--- config.mk ---
export PLATFORM = sky130hd
export DESIGN_NAME = pwm_bar_multi
export DESIGN_NICKNAME = d
export VERILOG_FILES = /design/src/rtl/pwm_bar_multi.sv
export SDC_FILE = /design/constraint.sdc
export NUM_CORES = 1
export LEC_CHECK = 0
export ABC_AREA = 0
export CORE_MARGIN = 2
export CORE_UTILIZATION = 38
export DETAILED_ROUTE_END_ITERATION = 7
export GPL_TIMING_DRIVEN = 0
export PLACE_DENSITY = 0.59
export REMOVE_ABC_BUFFERS = 1
export SYNTH_ARGS = -nofsm -noshare
export SYNTH_HDL_FRONTEND = slang
export SYNTH_SLANG_ARGS = --single-unit
--- constraint.sdc ---
create_clock -name reloj -period 6.4 [get_ports reloj]
set_input_delay 1.92 -clock reloj [delete_from_list [all_inputs] [get_ports reloj]]
set_output_delay 1.92 -clock reloj [all_outputs]
set_load 0.1 [all_outputs]
--- src/rtl/pwm_bar_multi.sv ---
// Multi-channel PWM driver with a shared prescaler and period counter, duty
// updates latched only at period boundaries (optionally slew-limited), and an LED bar.
module pwm_bar_multi #(
    parameter int CH    = 2,
    parameter int IN_W  = 8,
    parameter int RES   = 4,
    parameter int DIV   = 1000,
    parameter int LEDS  = 8,
    parameter int SLEW  = 1,
    parameter int SEL_W = (CH > 1) ? $clog2(CH) : 1
) (
    input  logic                 reloj,
    input  logic                 reset,
    input  logic                 enable,
    input  logic [CH*IN_W-1:0]   nivel,
    input  logic [SEL_W-1:0]     sel,
    output logic [CH-1:0]        pwm,
    output logic [LEDS-1:0]      led,
    output logic                 periodo_fin
);
    localparam int PW = (DIV > 1) ? $clog2(DIV) : 1;
    localparam int LW = RES + $clog2(LEDS + 1) + 1;

    logic [PW-1:0]          pre;
    logic [RES-1:0]         cnt;
    logic [RES-1:0]         cnt_next;
    logic [CH-1:0][RES-1:0] duty;
    logic [CH-1:0][RES-1:0] duty_next;
    logic                   tick;
    logic                   boundary;
    logic [RES-1:0]         duty_sel;
    logic [LW-1:0]          lit;
    logic [LEDS-1:0]        led_next;
    int                     t_v;
    int                     d_v;

    // Only the top RES bits of each level matter; the rest is dropped on purpose.
    logic nivel_unused;
    assign nivel_unused = ^nivel;

    assign tick     = enable && (pre == PW'(DIV - 1));
    assign boundary = tick && (&cnt);
    assign cnt_next = !enable ? '0 : (tick ? cnt + 1'b1 : cnt);

    // Within SLEW of the target the duty lands on it exactly, so it can never overshoot.
    always_comb begin
        duty_next = duty;
        t_v = 0;
        d_v = 0;
        for (int k = 0; k < CH; k++) begin
            t_v = int'(nivel[k*IN_W + IN_W - RES +: RES]);
            d_v = int'(duty[k]);
            if (boundary) begin
                if (SLEW == 0 || ((t_v - d_v) <= SLEW && (d_v - t_v) <= SLEW))
                    duty_next[k] = RES'(t_v);
                else if (t_v > d_v)
                    duty_next[k] = RES'(d_v + SLEW);
                else
                    duty_next[k] = RES'(d_v - SLEW);
            end
        end
    end

    // Ceiling scale of the selected duty onto the bar; out-of-range sel shows nothing.
    always_comb begin
        duty_sel = '0;
        for (int k = 0; k < CH; k++)
            if (int'(sel) == k)
                duty_sel = duty[k];
        lit = (LW'(duty_sel) * LW'(LEDS) + LW'((1 << RES) - 1)) >> RES;
        for (int i = 0; i < LEDS; i++)
            led_next[i] = (LW'(i) < lit);
    end

    always_ff @(posedge reloj) begin
        if (reset) begin
            pre         <= '0;
            cnt         <= '0;
            duty        <= '0;
            pwm         <= '0;
            led         <= '0;
            periodo_fin <= 1'b0;
        end else begin
            pre         <= (!enable || tick) ? '0 : pre + 1'b1;
            cnt         <= cnt_next;
            duty        <= duty_next;
            periodo_fin <= boundary;
            led         <= led_next;
            for (int k = 0; k < CH; k++)
                pwm[k] <= enable && (cnt_next < duty_next[k]);
        end
    end
endmodule

==> results.txt <==
Tmin final: 5950 ps
Metal3 WL: 140 µm
Clock transition at the registers of the reported paths: 70 ps
Skew-Pair Late Insertion Delay: 290 ps
Crit. End Element: flip-flop
Post-CTS resize count: 0
Syn. warnings: 0
# diodes: 0
EDFF count, synth: 0
Crit path DAT: 6170 ps
Top routing layer used: met4
Setup TNS: 0 ps
Critical path destination: pwm[0]
WP data required: 6620 ps
Vias: 1903
R2r setup slk: 2260 ps
Top cells by area, synth: dfxtp_1, ha_1, fa_1
Setup bufs post-CTS: 0
Final wirelength: 4.80 mm
Grt ovf: 0
CP startpoint: nivel[6]
Met1 wire length: 2.39 mm
Core Footprint: 6350 µm²
Outcome: complete, no violations
RSZ-0062 raised after global routing: false
Kind of critical path: input pin to flip-flop
Detailed-route vias per instance: 5.12
Worst R2R End: pwm[0]
Num ports: 31
Number of port buffers: 22
Clock root buffer: clkbuf_8
FF/Latch Area: 661 µm²
Startpoint types: input pin
First-pass GRT wire length: 8.71 mm
Vias in the first global route: 1908
CP top delay family: compound AO/OA/AOI/OAI gates
Drt wl/cell: 12.9 µm
Initial antenna violation count: 0
H-tree depth: 2
Max Freq: 168 MHz
Reg2Reg Depth: 15
Crit path cell chain: clkdlybuf4s50_1, inv_1, ha_1, a21oi_1, a21boi_0, o21ai_0, ha_1, a21o_1, a21oi_1, xnor2_1, xnor2_1, mux2i_1, a21o_1, ha_1, a211o_1, or3_1, o21ai_1
Final core utilization: 45.0%
Post-synth ARST share: 0%
Multi-input gate area: 1720 µm²
Final period utilization: 92.9%
Clock buffer depth: 2
CTS Buf Count: 5
Average size of a mapped cell: 9.18 µm²
CTS tree: done
Worst-Margin Slew: 1220 ps
Hold_sp: pre[0]
Post-route DRC: 0
Seq/Total Area, Yosys: 26.4%
FF+latch count, synth: 33
Setup ws final: 451 ps
Cell area power density: 147 nW/µm²
Pins Over Slew Limit: 0
Final Wtd Congestion: 0.783
GRT Resource Usage Total: 14.8%
Pre-CTS WS: 137 ps
Die extent in x: 85.2 µm
Share of layout cells above drive strength 1: 9.15%
Worst path slowest cell: clkdlybuf4s50_1
WL met2: 2.20 mm
Initial Utilization: 39.4%
DRT antenna net count: 0
Post-DP HPWL: 3.78 mm
Setup violators final: 0
CP peak stage delay: 530 ps
Most used DFF post-synth: dfxtp_1
Pre-antenna DRT Iters: 4
Post-synth cell types: 54
FILL cells: 620
Pleak: 0.00112 µW
Area of the mapped netlist: 2500 µm²
Skew final: 5.40 ps
Sink Count: 33
Area Overhead vs Synth: 14.2%
Hold crit path type: flip-flop to flip-flop
Max cap viols: 0
CP Depth: 17
Max IR drop VDD: 0.000132 V
Area leader, netlist: dfxtp_1
Total Nets Final: 349
Depth of the worst hold-timing path: 1
Yosys top cell area share: 26.4%
Die Ht: 85.2 µm
Relative slew slack: 18.0%
Die Area: 7260 µm²
DRT iter0 DRCs: 32
Critical Path Most Common Cell: ha_1
Cell Rows: 29
Worst Hold Slack: 446 ps
Crit-path max FO: 9
Synthesized instance count: 273
Largest net degree at the start of global routing: 26
Bufs and invs on worst path: 2
Fin. Hold Viols: 0
Reg-to-reg startpoint: duty[2]
Post-CTS Hold Buffers: 0
## routing by layer
layer	track usage, %	up-vias
li1	-	983
met1	19.7	890
met2	24.2	22
met4	4.47	0
met5	0	-
met3	3.11	8
## kinds of logic (layout without fill, tap and decap cells)
logic type	Yosys count	count (layout)	synth area share (%)
xor gates and xnor gates	22	22	7.99
muxes	9	9	4.20
DFF	33	33	26.4
buffers and inverters	28	50	4.89
AOI/OAI and AO/OA	57	57	17.2
adders and majority gates	35	35	19.3
and+or+nand+nor	89	89	20.1
## where the power goes
group	total, µW	switching (µW)	leakage (µW)	internal, µW
logic	59.6	31.4	0.000814	28.2
clock network	155	79.8	0.0000439	74.9
registers	206	0.393	0.000266	206
total	421	112	0.00112	309
## flip-flops by register name, indices dropped and copies added (netlist names)
register	cells
cnt	4
pwm	2
d_v	4
pre	10
duty	4
led	8
periodo_fin	1
## area by class of cell
type / instances / share of cell area, %
clock buffers: 5 / 2.41
inverters: 20 / 2.62
multi-input cells: 212 / 60.2
well taps: 77 / 3.37
flip-flops and latches: 33 / 23.1
repair buffers: 22 / 7.70
clock inverters: 3 / 0.612
## worst register-to-register path, delay by kind of cell, from the launching register on
kind | cells | cell delay [ps]
XOR/XNOR | 2 | 290
flip-flops | 1 | 450
AND/OR/NAND/NOR | 1 | 350
adder cells (fa/ha/maj) | 3 | 1040
multiplexers | 1 | 110
AO/OA/AOI/OAI | 8 | 1850
## worst min path at each step
stage | end | slack [ps]
final | pre[0] | 450
after global routing | pre[0] | 480
after CTS | pre[0] | 450
after detailed placement | pre[0] | 440
after global placement | pre[0] | 430
after floorplan | pre[0] | 420
## through the flow
step	total power [µW]	instances	instance area [µm²]
finish	421	372	2860
detailed placement	271	364	2770
floorplan	251	265	2460
CTS	427	372	2860
global route	444	372	2860
global placement	270	364	2770
## synth_stat cells, types with 2 or more instances
cell type / n
nand3_1: 5
o211ai_1: 2
nor2b_1: 10
mux2_4: 3
a211oi_2: 2
nand2b_1: 5
clkbuf_1: 4
a21o_2: 2
or3_1: 2
a21oi_1: 14
xor2_1: 8
a21boi_0: 2
nand2_1: 12
buf_6: 2
buf_2: 2
mux2i_1: 6
xnor2_1: 13
a21o_1: 7
nor3_1: 3
fa_1: 6
nor2_1: 30
and3b_1: 2
a211o_1: 2
ha_1: 29
dfxtp_1: 33
a211oi_1: 4
nand4_1: 6
inv_1: 20
nand3b_1: 3
o21ai_0: 10
## layout by cell type, fill, tap and decap left out, types with 7 or more instances in the layout
cell type	count
a21o_1	7
a21oi_1	14
clkdlybuf4s50_1	22
dfxtp_1	33
ha_1	29
inv_1	20
nand2_1	12
nor2_1	30
nor2b_1	10
o21ai_0	10
xnor2_1	13
xor2_1	8
Power figures use the tool's default switching activity.
